`src/rtl/drum_step_sequencer_if.sv`:
```
// Control/status bundle between the PS-side controller and drum_step_sequencer.
// The swing field exists only when SEQ_SWING_EN is defined.
interface drum_step_sequencer_if #(
    parameter int unsigned NUM_STEPS  = 16,
    parameter int unsigned NUM_VOICES = 3,
    parameter int unsigned TEMPO_BITS = 16
);
    localparam int unsigned STEP_W = $clog2(NUM_STEPS);

    logic                  pblrc;
    logic                  run;
    logic [TEMPO_BITS-1:0] samples_per_step;
    logic                  wr_en;
    logic [STEP_W-1:0]     wr_step;
    logic [NUM_VOICES-1:0] wr_pattern;
`ifdef SEQ_SWING_EN
    logic [TEMPO_BITS-1:0] swing;
`endif
    logic [NUM_VOICES-1:0] trig;
    logic [STEP_W-1:0]     step_idx;
    logic                  step_strobe;
    logic                  running;

    modport master (
        output pblrc, run, samples_per_step, wr_en, wr_step, wr_pattern,
`ifdef SEQ_SWING_EN
        output swing,
`endif
        input  trig, step_idx, step_strobe, running
    );

    modport slave (
        input  pblrc, run, samples_per_step, wr_en, wr_step, wr_pattern,
`ifdef SEQ_SWING_EN
        input  swing,
`endif
        output trig, step_idx, step_strobe, running
    );
endinterface

```
`src/rtl/drum_step_sequencer.sv`:
```
// Frame-counted drum step sequencer: plays a NUM_STEPS x NUM_VOICES pattern as trigger pulses.
// Define SEQ_SWING_EN to lengthen odd steps by the swing amount.
module drum_step_sequencer #(
    parameter int unsigned NUM_STEPS  = 16,
    parameter int unsigned NUM_VOICES = 3,
    parameter int unsigned TEMPO_BITS = 16,
    parameter int unsigned TRIG_HOLD  = 2
) (
    input logic                  mclk,
    input logic                  rst,
    drum_step_sequencer_if.slave bus
);
    localparam int unsigned STEP_W = $clog2(NUM_STEPS);
    localparam int unsigned HOLD_W = $clog2(TRIG_HOLD + 1);
    localparam int unsigned CNT_W  = TEMPO_BITS + 1;

    typedef enum logic [1:0] {StIdle, StStart, StRun} state_e;

    state_e                state_q;
    logic                  pblrc_q;
    logic [CNT_W-1:0]      frame_cnt_q;
    logic [HOLD_W-1:0]     hold_cnt_q;
    logic [STEP_W-1:0]     step_idx_q;
    logic [NUM_VOICES-1:0] trig_q;
    logic                  step_strobe_q;
    logic [NUM_VOICES-1:0] pattern_q [NUM_STEPS];

    logic                  tick;
    logic [CNT_W-1:0]      period;
    logic [CNT_W-1:0]      period_m1;
    logic                  fire;
    logic [STEP_W-1:0]     fire_step;

    assign tick = pblrc_q & ~bus.pblrc;

    // Period is recomputed every cycle so tempo changes take effect mid-step.
    always_comb begin
        period = {1'b0, bus.samples_per_step};
        if (bus.samples_per_step == '0) begin
            period = CNT_W'(1);
        end
`ifdef SEQ_SWING_EN
        if (step_idx_q[0]) begin
            period = period + {1'b0, bus.swing};
        end
`endif
        period_m1 = period - CNT_W'(1);
    end

    always_comb begin
        fire      = 1'b0;
        fire_step = step_idx_q;
        case (state_q)
            StStart: begin
                fire      = 1'b1;
                fire_step = '0;
            end
            StRun: begin
                if (tick && (frame_cnt_q >= period_m1)) begin
                    fire      = 1'b1;
                    fire_step = step_idx_q + STEP_W'(1);
                end
            end
            default: ;
        endcase
        if (!bus.run) begin
            fire = 1'b0;
        end
    end

    // Fire reads pattern_q before this edge's write lands, so a colliding write plays next lap.
    always_ff @(posedge mclk or posedge rst) begin
        if (rst) begin
            for (int i = 0; i < int'(NUM_STEPS); i++) begin
                pattern_q[i] <= '0;
            end
        end else if (bus.wr_en) begin
            pattern_q[bus.wr_step] <= bus.wr_pattern;
        end
    end

    always_ff @(posedge mclk or posedge rst) begin
        if (rst) begin
            state_q       <= StIdle;
            pblrc_q       <= 1'b0;
            frame_cnt_q   <= '0;
            hold_cnt_q    <= '0;
            step_idx_q    <= '0;
            trig_q        <= '0;
            step_strobe_q <= 1'b0;
        end else begin
            pblrc_q       <= bus.pblrc;
            step_strobe_q <= 1'b0;
            if (!bus.run) begin
                state_q     <= StIdle;
                frame_cnt_q <= '0;
                hold_cnt_q  <= '0;
                step_idx_q  <= '0;
                trig_q      <= '0;
            end else begin
                case (state_q)
                    StIdle: begin
                        state_q <= StStart;
                    end
                    StStart: begin
                        state_q     <= StRun;
                        frame_cnt_q <= '0;
                    end
                    StRun: begin
                        if (tick) begin
                            frame_cnt_q <= fire ? '0 : frame_cnt_q + CNT_W'(1);
                        end
                    end
                    default: begin
                        state_q <= StIdle;
                    end
                endcase

                if (fire) begin
                    trig_q        <= pattern_q[fire_step];
                    step_idx_q    <= fire_step;
                    step_strobe_q <= 1'b1;
                    hold_cnt_q    <= HOLD_W'(TRIG_HOLD);
                end else if ((state_q == StRun) && tick && (hold_cnt_q != '0)) begin
                    hold_cnt_q <= hold_cnt_q - HOLD_W'(1);
                    if (hold_cnt_q == HOLD_W'(1)) begin
                        trig_q <= '0;
                    end
                end
            end
        end
    end

    assign bus.trig        = trig_q;
    assign bus.step_idx    = step_idx_q;
    assign bus.step_strobe = step_strobe_q;
    assign bus.running     = (state_q != StIdle);
endmodule
```
`src/flat_wrapper.sv`:
```
// flat-port wrapper written by rule: the top's interface ports become plain ports
module drum_step_sequencer_flat 
#(
    parameter int unsigned NUM_STEPS  = 16,
    parameter int unsigned NUM_VOICES = 3,
    parameter int unsigned TEMPO_BITS = 16,
    parameter int unsigned TRIG_HOLD  = 2
)
  (mclk, rst, bus_pblrc, bus_run, bus_samples_per_step, bus_wr_en, bus_wr_step, bus_wr_pattern, bus_trig, bus_step_idx, bus_step_strobe, bus_running);
  drum_step_sequencer_if #(.NUM_STEPS(NUM_STEPS), .NUM_VOICES(NUM_VOICES), .TEMPO_BITS(TEMPO_BITS)) bus_i ();
  input logic mclk;
  input logic rst;
  input wire logic [$bits(bus_i.pblrc)-1:0] bus_pblrc;
  input wire logic [$bits(bus_i.run)-1:0] bus_run;
  input wire logic [$bits(bus_i.samples_per_step)-1:0] bus_samples_per_step;
  input wire logic [$bits(bus_i.wr_en)-1:0] bus_wr_en;
  input wire logic [$bits(bus_i.wr_step)-1:0] bus_wr_step;
  input wire logic [$bits(bus_i.wr_pattern)-1:0] bus_wr_pattern;
  output wire logic [$bits(bus_i.trig)-1:0] bus_trig;
  output wire logic [$bits(bus_i.step_idx)-1:0] bus_step_idx;
  output wire logic [$bits(bus_i.step_strobe)-1:0] bus_step_strobe;
  output wire logic [$bits(bus_i.running)-1:0] bus_running;
  assign bus_i.pblrc = bus_pblrc;
  assign bus_i.run = bus_run;
  assign bus_i.samples_per_step = bus_samples_per_step;
  assign bus_i.wr_en = bus_wr_en;
  assign bus_i.wr_step = bus_wr_step;
  assign bus_i.wr_pattern = bus_wr_pattern;
  assign bus_trig = bus_i.trig;
  assign bus_step_idx = bus_i.step_idx;
  assign bus_step_strobe = bus_i.step_strobe;
  assign bus_running = bus_i.running;
  drum_step_sequencer #(.NUM_STEPS(NUM_STEPS), .NUM_VOICES(NUM_VOICES), .TEMPO_BITS(TEMPO_BITS), .TRIG_HOLD(TRIG_HOLD)) u_core (.mclk(mclk), .rst(rst), .bus(bus_i));
endmodule
```
`config.mk`:
```
export PLATFORM = sky130hd
export DESIGN_NAME = drum_step_sequencer_flat
export DESIGN_NICKNAME = d
export VERILOG_FILES = /design/src/rtl/drum_step_sequencer_if.sv /design/src/rtl/drum_step_sequencer.sv /design/src/flat_wrapper.sv
export SDC_FILE = /design/constraint.sdc
export NUM_CORES = 1
export LEC_CHECK = 0
export ABC_AREA = 1
export CELL_PAD_IN_SITES_DETAIL_PLACEMENT = 0
export CELL_PAD_IN_SITES_GLOBAL_PLACEMENT = 1
export CORE_AREA = 3 3 113 105
export CTS_BUF_LIST = sky130_fd_sc_hd__clkbuf_2 sky130_fd_sc_hd__clkbuf_4 sky130_fd_sc_hd__clkbuf_8
export CTS_CLUSTER_SIZE = 8
export DETAILED_ROUTE_END_ITERATION = 12
export DIE_AREA = 0 0 116 108
export DONT_BUFFER_PORTS = 1
export PLACE_DENSITY_LB_ADDON = 0.1
export SKIP_CTS_REPAIR_TIMING = 1
export SKIP_LAST_GASP = 1
export SLEW_MARGIN = 40
export SYNTH_ARGS = -nofsm -noshare
export SYNTH_HDL_FRONTEND = slang
export SYNTH_SLANG_ARGS = --single-unit
```
`constraint.sdc`:
```
create_clock -name mclk -period 3 [get_ports mclk]
set_input_delay 0.15 -clock mclk [delete_from_list [all_inputs] [get_ports mclk]]
set_output_delay 0.15 -clock mclk [all_outputs]
set_load 0.03 [all_outputs]
```
Word-level counts from Yosys, hierarchy flattened --
Cells that the tools add are included.
Storage, ports and cells: register bits 78, word-level logic and storage cells 83
Cells by class: add/sub/neg operators 4, $lt $le $gt $ge 4, eq/ne operators 9, multiplexer cells 29, bitwise gates (word level) 4, reduce and logical (&&, ||, !) cells 10
Operators with widths (count):
- 17-bit 2-to-1 mux | 3
- 48-bit bitwise mux | 1
- 17-bit one-hot mux with 2 select lines | 1
- 3-bit 2-to-1 mux | 7
- 17-bit by 1-bit adder with 17-bit output, second input constant | 1
- 17-bit >= comparator | 1
- 16-bit by 1-bit subtractor with 17-bit output, second input constant | 1
- 16-bit logical NOT | 1
- 16-bit 2-to-1 mux | 1
- 3-bit binary-select mux with 4-bit select | 1
- 3-bit demux with 4-bit select | 1
- 4-bit 2-to-1 mux | 3
- 5-bit >= comparator, second input constant | 2
- 4-bit NOT with 5-bit output | 2
- 3-bit by 1-bit != test with 1-bit output, second input constant | 3
- 2-bit 2-to-1 mux | 4
- 4-bit one-hot mux with 2 select lines | 1
- 2-bit one-hot mux with 3 select lines | 1
- 5-bit by 1-bit < comparator with 1-bit output, second input constant | 1
- 4-bit by 1-bit adder with 4-bit output, second input constant | 1
- 2-bit by 1-bit equality test with 1-bit output, second input constant | 2
- 1-bit logical AND | 4
- 1-bit 2-to-1 mux | 4
- 2-bit AND reduction | 2
- 10 further kinds | 11

Depth between registers and ports, before layout --
depth in word-level cells 13, depth in mapped cells 30

Worst setup path before layout --
OpenSTA, ideal clock, no wires.
kind input port to flip-flop, from in bus_samples_per_step[13], to reg u_core.trig_q[0] (netlist: u_core.bus.trig[0]), setup time 0.117 ns, data arrival time 3.424 ns, required time 2.883 ns, path slack -0.542 ns, stages 28, buffers on the path 1, path through nor2_1 -> nor3b_1 -> nand4_1 -> nor2b_1 -> ha_1 -> nand2_1 -> nor3_1 -> nand2_1 -> nor4_2 -> nand2_1 -> or3_1 -> ha_1 -> nand2_2 -> nor2_4 -> nand3_2 -> nor2_1 -> nor2_1 -> nand3_4 -> nand2_4 -> nand2_4 -> nand3_4 -> buf_6 -> nand2_1 -> nand3_1 -> nand3_1 -> nand3_1 -> nand3_1 -> nand2_1
Between the ends: word-level cells in the longest chain between the ends 13
Ends and longest elaborated chain:
- start, declared | line flat_wrapper.sv:15 | input wire logic [$bits(bus_i.samples_per_step)-1:0] bus_samples_per_step;
- 16-bit logical NOT | line drum_step_sequencer.sv:39 | if (bus.samples_per_step == '0) begin
- 16-bit 2-to-1 mux * | line drum_step_sequencer.sv:39
- 16-bit by 1-bit subtractor with 17-bit output * | line drum_step_sequencer.sv:47 | period_m1 = period - CNT_W'(1);
- 17-bit >= comparator * | line drum_step_sequencer.sv:59 | if (tick && (frame_cnt_q >= period_m1)) begin
- 1-bit logical AND * | line drum_step_sequencer.sv:59
- 4-bit 2-to-1 mux | line drum_step_sequencer.sv:59
- 4-bit one-hot mux with 2 select lines | line drum_step_sequencer.sv:53 | case (state_q)
- 4-bit NOT with 5-bit output (implied by the code) | line drum_step_sequencer.sv:120 | trig_q <= pattern_q[fire_step];
- 3-bit binary-select mux with 4-bit select | line drum_step_sequencer.sv:120
- 3-bit 2-to-1 mux (implied by the code) (2 in a row) | line drum_step_sequencer.sv:120
- 3-bit 2-to-1 mux | line drum_step_sequencer.sv:119 | if (fire) begin
- 3-bit 2-to-1 mux | line drum_step_sequencer.sv:94 | if (!bus.run) begin
- end signal, assigned | line drum_step_sequencer.sv:120
- end, declared | line drum_step_sequencer.sv:24 | logic [NUM_VOICES-1:0] trig_q;
Every way passes the cells marked *; elsewhere a longest branch is shown, timed or not. The select of a mux whose other input is x is not followed. A chain may end at the register's enable or synchronous reset.

Worst setup path after layout --
Same ends and word-level chain as after synthesis.

==> reports/qor.yml <==
status: "complete, but fails checks"
violations: "setup timing"
cts-root-buf: "clkbuf_8"
hp-start: "bus_wr_step[0]"
start_util_pct: 44.8
worstPathRequired_ns: 3.26
cts_htree_levels: 3
ys_warn_count: 0
synth_top_area_cell: "dfrtp_1"
grt.met2_usage_pct: 33.1
place_inst: 761
power_density_nw_per_um2: 459
startpoint: "bus_samples_per_step[13]"
gp_congestion: 0.819
ys.flop_type: "dfrtp_1"
syn_inst: 611
worst_pin_slew_ns: 0.836
slowest_stage: "ha_1"
io_buffer_count: 0
totalWireLength_um: 12200
crit_path_max_fanout: 5
antenna_found_initial: 0
hold_viol_final: 0
drt_pass1_iterations: 5
syn_area_um2: 4800
p_sw_mw: 0.886
use_met3_pct: 3.30
clock.fmax_mhz: 295
cp_common_cell: "nand2_1"
fin_cells: 790
max_slew_margin_pct: 44.0
num_rows: 36
synth_top_family_by_area: "simple AND/OR/NAND/NOR gates"
synthTopCellsByArea: "dfrtp_1, nand2_1, ha_1"
cp-start-kind: "input port"
endpoint_kind: "flop"
r2r_start: "u_core.frame_cnt_q[2]"
reg2reg_depth: 19
setup_slack_ns: -0.389
cp.arrival_ns: 3.65
rsz0062_at_grt: "yes"
syn_to_final_growth_pct: 21.6
synthAdderAreaFrac_pct: 6.77
grt_max_degree: 61
final_cell_area_um2: 5840
die_w_um: 116
hold_depth: 3
dr_total_vias: 4168
clock_latency_ns: 0.36
r2r_slack_ns: 0.44
total_power_mw: 2.68
grt_pass1_vias: 4082
power.leakage_nw: 2.67
io_pins: 37
sw_frac_of_total_pct: 33.0
grt_usage_pct: 19.3
overflow: 0
holdPathEnd: "u_core.pattern_q[27]"
drc: 0
synthXorXnorAreaFrac_pct: 4.74
synth_edf_count: 0
use_met1_pct: 24.9
pwr-share-comb_pct: 20.8
insertedDiodeCount: 0
wl_per_cell_um: 15.4
cts_tree: "yes"
cts_made_buffers: 9
drive_above_1_share_pct: 20.4
synth_nets: 665
synth_simple_gate_area_share_pct: 29.4
crit_type: "input port to flop"
clockBufferDepth: 2
ys_ff_latch: 78
core_um2: 10700
seq_area_frac_synth_pct: 40.6
path_clk_slew_ns: 0.09
cpLargestDelayFamily: "simple AND/OR/NAND/NOR gates"
slew_violations: 0
via_per_inst: 5.28
cp_num_buf_inv: 5
layout_common_cells: "nand2_1, inv_1, dfrtp_1"
ys_async_sr_fraction_pct: 100
setup_viol: 26
die_area_um2: 12500
avgSynthCellArea_um2: 7.86
cts_sinks: 78
holdCritPathClass: "input port to flop"
finClkSkew_ns: 0.00822
p_int_mw: 1.80
grt_pass1_wl_um: 19000
drv_cap: 0
clockPowerShare_pct: 30.7
synth.top_cell.area_share_pct: 40.6
synth-compound-area-share_pct: 9.82
dp_hpwl_um: 8710
min_period_ns: 3.39
die_height_um: 108
synth.area.mux_share_pct: 0
place_area_um2: 5190
worstReg2RegEnd: "u_core.bus.trig[0]"
ys_types: 38
max_stage_delay_ns: 0.32
period_share_pct: 113
top_usage_layer: "met2"
hold_ws_ns: 0.0538
ant_nets: 0
power_frac_seq_pct: 48.5
peakVddDrop_uv: 364
nets: 706
final_common_cell: "nand2_1"
drt_iter0_drc: 262
## worst register-to-register path, cell delays in order, from the launching register on
cell     delay (ns)
dfrtp_1        0.45
ha_1           0.33
nand2_1        0.06
nor2_1         0.16
nand3_1        0.13
nor2_2         0.13
nor2_2         0.06
nand3_4        0.12
buf_6          0.13
nand3_4        0.06
nand2_4        0.08
nand3_4        0.10
buf_4          0.16
buf_6          0.12
nand3_1        0.09
nand3_2        0.08
nand2_2        0.06
nand2_1        0.04
nand3_1        0.06
nand2_1        0.05
## final cells by class
cell class / instances / area, um2
timing repair inverter: 1 / 7.51
inverter: 89 / 349
sequential: 78 / 1950
multi-input combinational: 430 / 2780
timing repair buffer: 43 / 387
clock inverter: 6 / 68.8
fill: 1022 / 4880
clock buffer: 10 / 131
tap: 133 / 166
## power by group through the flow
stage               combinational, mW  clock, mW  sequential (mW)
floorplan                       0.382          0             1.29
global placement                0.509          0             1.32
CTS                             0.520      0.849             1.30
detailed placement              0.517          0             1.32
global route                    0.641      0.892             1.32
finish                          0.559      0.823             1.30
## layer usage
metal	part of all wire (%)	wire length [um]	vias up
met4	1.3	155	0
met5	0	0	-
met1	46	5550	1997
met3	3.0	369	13
met2	50	6090	58
li1	-	-	2100
## kinds of logic (layout without fill, tap and decap cells)
logic type                 Yosys count  after routing
and+or+nand+nor                    291            292
buffers and inverters              104            149
AOI/OAI and AO/OA                   86             86
DFF                                 78             78
adders and majority gates           26             26
xor gates and xnor gates            26             26
## Yosys cell counts, types with 7 or more instances
master and number:
nand2_1 134, inv_1 85, dfrtp_1 78, nand3_1 57, o21ai_0 46, nor2_1 38, nand4_1 27, ha_1 26
xor2_1 19, o22ai_1 18, a21oi_1 16, nor3_1 9, buf_2 7, xnor2_1 7
## sequential cells by signal (all words and copies together) (netlist names)
name and flops:
u_core.pattern_q 48, u_core.frame_cnt_q 17, u_core.bus.step_idx 4, u_core.bus.trig 3
u_core.hold_cnt_q 2, u_core.state_q 2, u_core.bus.step_strobe 1, u_core.pblrc_q 1
## through the flow
step | TNS [ns] | utilization, % | setup WS, ns
after global placement | -10.59 | 48.4 | -0.657
after global routing | -9.74 | 54.5 | -0.662
final | -3.83 | 54.5 | -0.389
after CTS | -3.29 | 50.3 | -0.394
after floorplan | -5.80 | - | -0.423
after detailed placement | -13.23 | 48.4 | -0.783
## worst max-delay path by stage
stage	depth (start not counted)	to	slack, ns
floorplan	28	u_core.bus.trig[0]	-0.42
global placement	27	u_core.bus.trig[0]	-0.66
detailed placement	27	u_core.bus.trig[0]	-0.78
CTS	27	u_core.bus.trig[1]	-0.39
global route	29	u_core.bus.trig[2]	-0.66
finish	30	u_core.bus.trig[0]	-0.39
Note: power is estimated with default switching activity, not from simulation.
